### src/rtl/pe_array_pkg.sv
// Shared types and constants for the 3x3 row-stationary PE array sequencer.
package pe_array_pkg;

    localparam int DATA_W  = 8;
    localparam int IF_DIM  = 5;
    localparam int K       = 3;
    localparam int OUT_DIM = IF_DIM - K + 1;
    localparam int COL_W   = 3;

    typedef enum logic [2:0] {
        IDLE  = 3'd0,
        CLEAR = 3'd1,
        RUN   = 3'd2,
        DRAIN = 3'd3,
        OUT   = 3'd4
    } state_e;

    // Flat index of output element (row r, column c) in the result buffer.
    function automatic int elem(input int r, input int c);
        return r * OUT_DIM + c;
    endfunction

endpackage

### src/rtl/pe_array_seq_ctrl_psum_collect.sv
// Psum capture for one tile: latency counter, capture counter and the
// OUT_DIM x OUT_DIM result register file.
module psum_collect
    import pe_array_pkg::*;
#(
    parameter int PIPE_LAT = 2
) (
    input  logic                              clk,
    input  logic                              rst,
    input  logic                              clr,
    input  logic                              active,
    input  logic [K*DATA_W-1:0]               psum_flat,
    output logic [OUT_DIM*OUT_DIM*DATA_W-1:0] result_flat,
    output logic                              last_capture
);

    localparam int LAT_W = (PIPE_LAT < 1) ? 1 : $clog2(PIPE_LAT + 1);
    localparam logic [LAT_W-1:0] LAT_MAX  = LAT_W'(PIPE_LAT);
    localparam logic [COL_W-1:0] CAP_NUM  = COL_W'(OUT_DIM);
    localparam logic [COL_W-1:0] CAP_LAST = COL_W'(OUT_DIM - 1);

    logic [LAT_W-1:0]                  lat_q, lat_d;
    logic [COL_W-1:0]                  cap_q, cap_d;
    logic [OUT_DIM*OUT_DIM*DATA_W-1:0] result_q, result_d;
    logic                              capture;

    // The result buffer is deliberately not cleared by clr: it keeps the
    // previous tile until this tile's first capture overwrites column 0.
    always_comb begin
        lat_d    = lat_q;
        cap_d    = cap_q;
        result_d = result_q;
        capture  = 1'b0;
        if (clr) begin
            lat_d = '0;
            cap_d = '0;
        end else if (active) begin
            capture = (lat_q >= LAT_MAX) && (cap_q < CAP_NUM);
            if (lat_q < LAT_MAX) begin
                lat_d = lat_q + 1'b1;
            end
            if (capture) begin
                for (int r = 0; r < K; r++) begin
                    result_d[elem(r, int'(cap_q))*DATA_W +: DATA_W] =
                        psum_flat[r*DATA_W +: DATA_W];
                end
                cap_d = cap_q + 1'b1;
            end
        end
        last_capture = capture && (cap_q == CAP_LAST);
    end

    always_ff @(posedge clk or posedge rst) begin
        if (rst) begin
            lat_q    <= '0;
            cap_q    <= '0;
            result_q <= '0;
        end else begin
            lat_q    <= lat_d;
            cap_q    <= cap_d;
            result_q <= result_d;
        end
    end

    assign result_flat = result_q;

endmodule

### src/rtl/pe_array_seq_ctrl.sv
// Sequencer for the 3x3 row-stationary PE array: accepts a tile, clears and
// steps the array column by column, and presents the collected 3x3 result.
module pe_array_seq_ctrl
    import pe_array_pkg::*;
#(
    parameter int PIPE_LAT = 2
) (
    input  logic                              clk,
    input  logic                              rst,
    input  logic                              in_valid,
    output logic                              in_ready,
    input  logic [IF_DIM*IF_DIM*DATA_W-1:0]   ifmap_flat,
    input  logic [K*K*DATA_W-1:0]             filter_flat,
    output logic                              arr_clr,
    output logic                              arr_en,
    output logic [2:0]                        arr_col,
    output logic [IF_DIM*IF_DIM*DATA_W-1:0]   arr_ifmap_flat,
    output logic [K*K*DATA_W-1:0]             arr_filter_flat,
    input  logic [K*DATA_W-1:0]               arr_psum_flat,
    output logic                              out_valid,
    input  logic                              out_ready,
    output logic [OUT_DIM*OUT_DIM*DATA_W-1:0] out_data_flat,
    output logic                              busy,
    output logic                              done,
    output logic [2:0]                        dbg_state
);

    localparam logic [COL_W-1:0] LAST_COL = COL_W'(OUT_DIM - 1);

    // Handshakes: a transfer happens on a rising clk edge where valid and
    // ready are both high; valid never depends on ready, and once out_valid
    // is raised it and out_data_flat hold until the transfer completes.

    state_e                            state_q, state_d;
    logic [COL_W-1:0]                  issue_q, issue_d;
    logic [IF_DIM*IF_DIM*DATA_W-1:0]   ifmap_q, ifmap_d;
    logic [K*K*DATA_W-1:0]             filter_q, filter_d;
    logic                              coll_clr;
    logic                              coll_active;
    logic                              last_capture;

    always_comb begin
        state_d     = state_q;
        issue_d     = issue_q;
        ifmap_d     = ifmap_q;
        filter_d    = filter_q;
        in_ready    = 1'b0;
        arr_clr     = 1'b0;
        arr_en      = 1'b0;
        out_valid   = 1'b0;
        done        = 1'b0;
        busy        = 1'b1;
        coll_clr    = 1'b0;
        coll_active = 1'b0;
        case (state_q)
            IDLE: begin
                in_ready = 1'b1;
                busy     = 1'b0;
                if (in_valid) begin
                    ifmap_d  = ifmap_flat;
                    filter_d = filter_flat;
                    state_d  = CLEAR;
                end
            end
            CLEAR: begin
                arr_clr  = 1'b1;
                coll_clr = 1'b1;
                issue_d  = '0;
                state_d  = RUN;
            end
            RUN: begin
                arr_en      = 1'b1;
                coll_active = 1'b1;
                // With no pipeline latency the final capture lands on the
                // final issue, so DRAIN is skipped.
                if (last_capture) begin
                    state_d = OUT;
                end else if (issue_q == LAST_COL) begin
                    state_d = DRAIN;
                end else begin
                    issue_d = issue_q + 1'b1;
                end
            end
            DRAIN: begin
                coll_active = 1'b1;
                if (last_capture) begin
                    state_d = OUT;
                end
            end
            OUT: begin
                out_valid = 1'b1;
                if (out_ready) begin
                    done    = 1'b1;
                    state_d = IDLE;
                end
            end
            default: state_d = IDLE;
        endcase
    end

    always_ff @(posedge clk or posedge rst) begin
        if (rst) begin
            state_q  <= IDLE;
            issue_q  <= '0;
            ifmap_q  <= '0;
            filter_q <= '0;
        end else begin
            state_q  <= state_d;
            issue_q  <= issue_d;
            ifmap_q  <= ifmap_d;
            filter_q <= filter_d;
        end
    end

    psum_collect #(
        .PIPE_LAT(PIPE_LAT)
    ) u_collect (
        .clk         (clk),
        .rst         (rst),
        .clr         (coll_clr),
        .active      (coll_active),
        .psum_flat   (arr_psum_flat),
        .result_flat (out_data_flat),
        .last_capture(last_capture)
    );

    assign arr_col         = issue_q;
    assign arr_ifmap_flat  = ifmap_q;
    assign arr_filter_flat = filter_q;
    assign dbg_state       = state_q;

endmodule

### config.mk
export PLATFORM = sky130hd
export DESIGN_NAME = pe_array_seq_ctrl
export DESIGN_NICKNAME = d
export VERILOG_FILES = /design/src/rtl/pe_array_pkg.sv /design/src/rtl/pe_array_seq_ctrl_psum_collect.sv /design/src/rtl/pe_array_seq_ctrl.sv
export SDC_FILE = /design/constraint.sdc
export NUM_CORES = 1
export LEC_CHECK = 0
export CAP_MARGIN = 40
export CORE_AREA = 2 2 254 256
export CTS_CLUSTER_SIZE = 25
export DETAILED_ROUTE_END_ITERATION = 16
export DIE_AREA = 0 0 256 258
export GPL_TIMING_DRIVEN = 0
export PLACE_DENSITY = 0.49
export SYNTH_ARGS = -nofsm -noshare
export SYNTH_HDL_FRONTEND = slang
export SYNTH_SLANG_ARGS = --single-unit
### constraint.sdc
create_clock -name clk -period 31.3 [get_ports clk]
set_input_delay 6.26 -clock clk [delete_from_list [all_inputs] [get_ports clk]]
set_output_delay 6.26 -clock clk [all_outputs]
set_load 0.01 [all_outputs]
==> out/metrics.cfg <==
[outcome]
outcome=finished clean

[setup_path]
worst_setup_path_start_kind=input pin
worst_setup_path_end_kind=primary output
path_max_fanout=2
critPathArrivalTime_ps=7450
critical_path.reg2reg.startpoint=u_collect.cap_q[0]$_DFFE_PP0P_
critical_path_origin=out_ready
critPathKind=in2out
data_required_time_of_the_critical_path_ps=25040

[clocking]
cts_made_buffers=44
htree_levels=2
sink_count_of_the_clock_tree=355
holdBufCountCts=0
worst_case_clock_buffer_depth=3
cts_tree=yes
cts.root.buffer_cell=clkbuf_16
post_cts_buffers=0
clock_insertion_delay_worst_skew_ps=580
ctsResizeCount=0
cts.clk_slew.worst_paths_ps=50

[sta]
finalSetupViolCount=0
grt_setup_unrepaired=no
worst_slew_pin_slew_ps=910
finalMaxSlewViolations=0
clock.fmax_mhz=73.0
hold_violations=0
timing.setup.tns_ps=0
clock-skew-final_ps=24.1
timing.final.crit_share_pct=43.8
slew-limit-headroom_pct=39.3
fin_crit_ps=13710

[routing]
route.vias.total=13037
detailedRoute.firstPassIterationCount=5
drt.antenna.violating_nets=0
route.detailed.drc=0
detail_route.iter0.violations=826
viasPerCell=4.67
finalWirelength_um=68900
drt-wirelength-per-cell_um=24.7

[yosys]
synthesis.area_mm2=0.0158
postSynthRegisterBits=355
synth_edf_count=0
syn_avg_cell_area_um2=13.1
synthesis.yosys.warnings=0
ys_seq_area_share_pct=56.3
synth.lib_cells_used.distinct=61
synthDominantAreaCellType=dfrtp_1
synth_top_cell_area_share_pct=56.3
post_synth_most_frequent_cells=dfrtp_1 (355), mux2_2 (193), nand2_1 (90), mux2_1 (80), a21oi_1 (58)
syn-instance-count=1201
synthArstFlopShare_pct=100
net_count_after_synthesis=1522
synth.area.top_cells=dfrtp_1 (56%), mux2_2 (14%), mux2_1 (5.7%), a221oi_1 (2.4%), nand2_1 (2.1%)
yosysMostFrequentCell=dfrtp_1
most_used_flip_flop_cell_after_synthesis=dfrtp_1

[cells_and_area]
layout.core_utilization_pct=39.2
post_layout_nets=2222
drive_gt1_share_pct=18.9
final_cell_count_no_fill=2791
syn2layout_area_growth_pct=58.2
stdcell_area_mm2=0.0250

[floorplanning]
die_height_um=258
die-width_um=256
start_util_pct=24.8
placementRows=93
coreArea_mm2=0.0636
io_pins=656
die_area_mm2=0.0660

[place]
io_buffer_count=647
place.detailed.hpwl_um=55100
gp_congestion=0.943
dp.cells=2710
placed_area_mm2=0.0235

[run]
timing.max_cap.violations=0

[power]
p_leak_nw=10.1
power.ir.vdd_worst_mv=0.0419
powerDensity_mw_per_mm2=111
total_power_mw=2.77

[global_route]
grt_max_degree=111
overflow=0
overall_global_routing_usage_pct=20.4
grt_pass1_vias=13404
grt_first_pass_wirelength_um=98900
antenna_found_initial=9

[min_path]
min-delay-path-class=reg2reg
min-delay-start=u_collect.result_flat[46]$_DFFE_PP0P_

==> per-stage QoR <==
stage / worst slack (ps) / hold WS [ps]
after floorplan: 15190 / 511
after global placement: 9980 / 466
after detailed placement: 17580 / 471
after CTS: 17580 / 484
after global routing: 17550 / 496
final: 17590 / 481
==> critical path, cell delays in order <==
cell             delay [ps]
clkdlybuf4s50_1         470
and3_1                  150
clkdlybuf4s50_1         570
==> state kept, by name (all words and copies together), names as in the netlist <==
signal                 count
u_collect.result_flat     72
u_collect.cap_q            3
u_collect.lat_q            2
arr_col                    3
arr_ifmap_flat           200
dbg_state                  3
arr_filter_flat           72
==> per-layer routing <==
layer / track usage, % / wire (µm)
met5: 0 / 0
met4: 4.00 / 1220
met3: 6.05 / 5250
met2: 38.3 / 36900
met1: 22.7 / 25600
==> final timing paths <==
check                                                             end  slack [ps]  cells after the start
worst min register to register  u_collect.result_flat[46]$_DFFE_PP0P_         480                      2
worst min-delay path            u_collect.result_flat[46]$_DFFE_PP0P_         480                      2
worst max register to register  u_collect.result_flat[19]$_DFFE_PP0P_       26680                     14
min in group asynchronous        u_collect.result_flat[3]$_DFFE_PP0P_        6140                      2
max in group asynchronous             arr_ifmap_flat[121]$_DFFE_PP0P_       24120                      3
worst max-delay path                                             done       17590                      3
==> final cells by class <==
class	count	area (µm²)
Fill cell	6142	38700
Sequential cell	355	8880
Timing Repair Buffer	654	6590
Multi-Input combinational cell	757	6430
Clock buffer	63	1280
Tap cell	855	1070
Buffer	75	419
Clock inverter	17	224
Inverter	14	60.1
Antenna cell	1	2.50
==> cells in the final DEF, fill, tap and decap left out, types with 18 or more instances in the layout <==
cell type | synthesis | routed
dfrtp_1 | 355 | 355
a221oi_1 | 44 | 44
o21ai_1 | 18 | 18
clkdlybuf4s50_1 | 0 | 647
mux2_1 | 80 | 80
nand2_1 | 90 | 90
clkbuf_16 | 0 | 44
ha_1 | 21 | 21
and3_1 | 20 | 20
clkbuf_1 | 16 | 24
nor2_1 | 27 | 27
a21oi_1 | 58 | 58
mux2_2 | 193 | 193
buf_2 | 38 | 40
o31ai_1 | 45 | 45
==> cell families after synthesis <==
logic type / Yosys count / synth area share (%)
DFF: 355 / 56.3
muxes: 273 / 19.5
AOI/OAI and AO/OA: 233 / 11.0
and+or+nand+nor: 230 / 8.54
buffers and inverters: 89 / 2.99
adders and majority gates: 21 / 1.66
==> where the power goes <==
group | switching (mW) | internal, mW | total (mW)
clock network | 0.210 | 0.319 | 0.529
logic | 0.706 | 0.725 | 1.43
registers | 0.126 | 0.689 | 0.815
total | 1.04 | 1.73 | 2.77
Note: power is estimated with default switching activity, not from simulation.
==> patch 1 (same flow settings) <==
`PIPE_LAT` is set to 2 in 2 places; all go to 8.
--- a/src/rtl/pe_array_seq_ctrl_psum_collect.sv
+++ b/src/rtl/pe_array_seq_ctrl_psum_collect.sv
@@ -3,7 +3,7 @@
 module psum_collect
     import pe_array_pkg::*;
 #(
-    parameter int PIPE_LAT = 2
+    parameter int PIPE_LAT = 8
 ) (
     input  logic                              clk,
     input  logic                              rst,
--- a/src/rtl/pe_array_seq_ctrl.sv
+++ b/src/rtl/pe_array_seq_ctrl.sv
@@ -3,7 +3,7 @@
 module pe_array_seq_ctrl
     import pe_array_pkg::*;
 #(
-    parameter int PIPE_LAT = 2
+    parameter int PIPE_LAT = 8
 ) (
     input  logic                              clk,
     input  logic                              rst,
Check against the original RTL: same outputs for any inputs over 4 cycles, from zero or initial values and one cycle with rst high; that may be too few to reach the edited logic, so the function may still have changed.
==> patch 1 against the unedited design <==
- clock power is 8.9% lower
- routed wire length is 1.9% lower
- largest power group unchanged
- cell area fell by 0.86%
- sequential power about the same
- global-route usage fell by 0.62 points
- total power is 6.6% lower
- setup slack got worse by 0.026 ns
- sequential cell count is 2 higher
- synthesized cell count rose by 5.1%
- area after synthesis is 0.21% higher
==> patch 1: results <==
[yosys]
syn_area_per_cell_sq_um = 12.5
synth_cell_types = 54
synth-seq-area-share_pct = 56.5
synth.top_cell.area_share_pct = 56.5
yosys-top-cells-count = dfrtp_1, mux2_2, nand2_1, a21oi_1, nand3_1
synthTopCellsByArea = dfrtp_1, mux2_2, a221oi_1
ys.warnings.count = 0
syn-num-nets = 1584

[timing]
tightestPinTransition_ns = 0.981
finClkSkew_ns = 0.0124
hold_slack_ns = 0.474
layout_min_cycle_time_ns = 13.73

[worst_setup_path]
reg2reg_to = u_collect.result_flat[9]
crit_arrival_ns = 7.47
reg2reg_depth = 15
max_stage_delay_ns = 0.53
r2r_slack_ns = 26.15
crit_fanout = 3

[placement]
dp.cells = 2761
place_area_sq_mm = 0.0234
hpwlAfterDp_um = 53000
port_buffers = 641
place.gp.congestion = 0.925

[drt]
drtPass1Iterations = 6
dr.first_iter.drc_count = 894
via_count = 13400
wire_per_inst_um = 23.8

[power_and_ir_drop]
p_leak_nw = 9.95
vdd_drop_max_v = 0.0000449
swShare_pct = 36.4

[finish]
final_nets = 2273
clk_share_pct = 5.45
diodes = 3
buf_share_pct = 27.8
multi_input_cells = 800
fill_cells = 6210
inverters = 18
buffers = 731
multi_input_area_sq_mm = 0.00643
design_area_sq_mm = 0.0247
clockBufferCount = 71

[worst_hold_path]
hold_end = u_collect.result_flat[51]
worstHoldStart = u_collect.result_flat[51]
hold_class = reg2reg

[global_route]
grtUsageTotal_pct = 19.7
grt_pass1_wl_um = 97500
grt_pass1_vias = 13700

[clock_tree]
cts_max_level = 2
clk_latency_ns = 0.56
cts.sinks = 357

[run_status]
status = completed
[patch 1: power groups by stage]
| stage | combinational, mW | clock (mW) | sequential [mW] |
|---|---|---|---|
| 4_1_cts | 1.31 | 0.499 | 0.816 |
| 3_5_place_dp | 1.30 | 0 | 0.823 |
| 3_3_place_gp | 1.30 | 0 | 0.817 |
| 6_report | 1.30 | 0.482 | 0.814 |
| 2_1_floorplan | 0.486 | 0 | 0.913 |
| 5_1_grt | 1.38 | 0.518 | 0.844 |
[patch 1: logic make-up after synthesis]
family	share of synthesized area [%]
adders and majority gates	1.74
AOI/OAI and AO/OA	10.0
and+or+nand+nor	9.15
DFF	56.5
buffers and inverters	2.82
muxes	19.6
xor gates and xnor gates	0.111
[patch 1: metal layers]
layer	share of wire [%]	wire [um]	GRT usage, %
met3	7.2	4890	5.38
met4	2.4	1620	4.68
met1	40	26800	23.6
met5	0.040	27	0
met2	51	34400	35.1
[patch 1: critical path: cells and delay by family]
kind	cells	cell delay, ns
simple gates	1	0.17
buf+inv	2	1.03
==> patch 2 (same settings) <==
Made on the original files. Make the reset (`rst`) synchronous in 2 clocked blocks.
--- a/src/rtl/pe_array_seq_ctrl_psum_collect.sv
+++ b/src/rtl/pe_array_seq_ctrl_psum_collect.sv
@@ -50,7 +50,7 @@
         last_capture = capture && (cap_q == CAP_LAST);
     end
 
-    always_ff @(posedge clk or posedge rst) begin
+    always_ff @(posedge clk) begin
         if (rst) begin
             lat_q    <= '0;
             cap_q    <= '0;
--- a/src/rtl/pe_array_seq_ctrl.sv
+++ b/src/rtl/pe_array_seq_ctrl.sv
@@ -98,7 +98,7 @@
         endcase
     end
 
-    always_ff @(posedge clk or posedge rst) begin
+    always_ff @(posedge clk) begin
         if (rst) begin
             state_q  <= IDLE;
             issue_q  <= '0;
Formal check against the unedited RTL: differs if rst is asserted again (counterexample within 4 cycles, from zero or initial values and one cycle with rst high); with rst held inactive, the same outputs for 4 cycles.
==> patch 2 against the unedited design <==
- fmax decreased by 0.48%
- sequential share of layout area shrank 6.0 points
- critical path depth stayed put
- setup slack got worse by 0.066 ns
- die area is the same
- utilization decreased by 1.5 points
- count of clock-buffer cells in the layout grew 3
- routed wire length increased by 11%
- sequential cell count unchanged
- cell area down 3.8%
- hold slack lost 0.029 ns
- area after synthesis down 5.2%
- largest cell class is now non-clock buffers
Power is not compared: it rests on default switching activity, and its combinational part moved more than twofold at a synthesized area within 25%.
==> patch 2: results <==
[global_route]
grtUsageMet2_pct = 38.5
grt_pass1_vias = 15800
grt_pass1_wl_um = 108000
grtUsageTotal_pct = 22.0
grt_use_met1_pct = 24.6
grt_max_degree = 13
grt_use_met3_pct = 5.90
antenna_found_initial = 23

[timing]
finClkSkew_ns = 0.00876
layout_min_cycle_time_ns = 13.77
tightestPinTransition_ns = 0.889
finalHoldViolCount = 0

[yosys]
syn_area_per_cell_sq_um = 7.81
yosys-top-cells-count = nand2_1, dfxtp_1, a21oi_1, clkbuf_1, o21ai_0
synth_cell_types = 71
async_reset_ff_share_pct = 0
syn-num-nets = 2236
ys.flop_type = dfxtp_1

[finish]
instances_no_fill = 3514
buffers = 810
final_nets = 2934
clk_share_pct = 5.92
clockBufferCount = 66
largest_reg_flops = 200
diodes = 16
multi_input_area_share_pct = 29.4
inverters = 20
seq_area_sq_mm = 0.00711
fill_cells = 6562
multi_input_cells = 1382
buf_share_pct = 30.2
drive_gt1_share_pct = 6.24

[run_status]
status = completed

[drt]
dr.first_iter.drc_count = 1136
dr_wl_met3_um = 5930
wl_um = 76600
drtPass1Iterations = 6
maxUsedRoutingLayer = met5
vias_per_cell = 4.73
m1WireLength_um = 28900
dr_wl_met2_um = 38300

[worst_setup_path]
r2r_slack_ns = 26.77
reg2reg_to = u_collect.result_flat[6]
crit_arrival_ns = 7.51
crit_fanout = 3
cp-startpoint = out_ready
reg2reg_depth = 16
rr_startpoint = u_collect.cap_q[0]

[placement]
port_buffers = 642
dp.cells = 3422
hpwlAfterDp_um = 60700
place.gp.congestion = 0.955

[power_and_ir_drop]
vdd_drop_max_v = 0.0000432
## patch 2: cell types whose count changed in the layout (fill, tap and decap cells not counted), sizes merged, moves of 52 or more
cell / before / now
mux2: 273 / 0
dfrtp: 355 / 0
clkbuf: 79 / 153
nand2: 90 / 621
o31ai: 52 / 0
dfxtp: 0 / 355
a21oi: 59 / 329
## patch 2: where the power goes
group	internal (mW)	switching, mW	leakage [nW]
sequential	0.488	0.0197	2.90
clock	0.304	0.204	0.692
combinational	0.128	0.144	5.02
total	0.919	0.367	8.61
## patch 2: through the flow
step           cell area [sq um]  power [mW]  hold slack (ns)
2_1_floorplan              15000       0.624            0.459
3_3_place_gp               22500       0.785            0.442
3_5_place_dp               22600       0.791            0.446
4_1_cts                    24000        1.31            0.454
5_1_grt                    24000        1.34            0.466
6_report                   24000        1.29            0.452
## patch 2: cells by family (layout without fill, tap and decap cells)
family	count (synthesis)	after routing	share of synthesized area [%]
simple gates	826	826	24.0
fa+ha+maj	21	21	1.76
other cells	0	16	0
flops	355	355	47.5
compound gates	532	532	21.2
xor+xnor	3	3	0.176
buf+inv	178	906	5.36
## patch 2: worst min-delay path by stage
stage | startpoint | end | slack (ns) | depth (start not counted)
3_3_place_gp | arr_filter_flat[54] | arr_filter_flat[54] | 0.44 | 2
2_1_floorplan | u_collect.lat_q[0] | u_collect.lat_q[0] | 0.46 | 2
6_report | arr_ifmap_flat[37] | arr_ifmap_flat[37] | 0.45 | 2
4_1_cts | arr_ifmap_flat[37] | arr_ifmap_flat[37] | 0.45 | 2
3_5_place_dp | arr_filter_flat[15] | arr_filter_flat[15] | 0.45 | 2
5_1_grt | arr_filter_flat[71] | arr_filter_flat[71] | 0.47 | 2
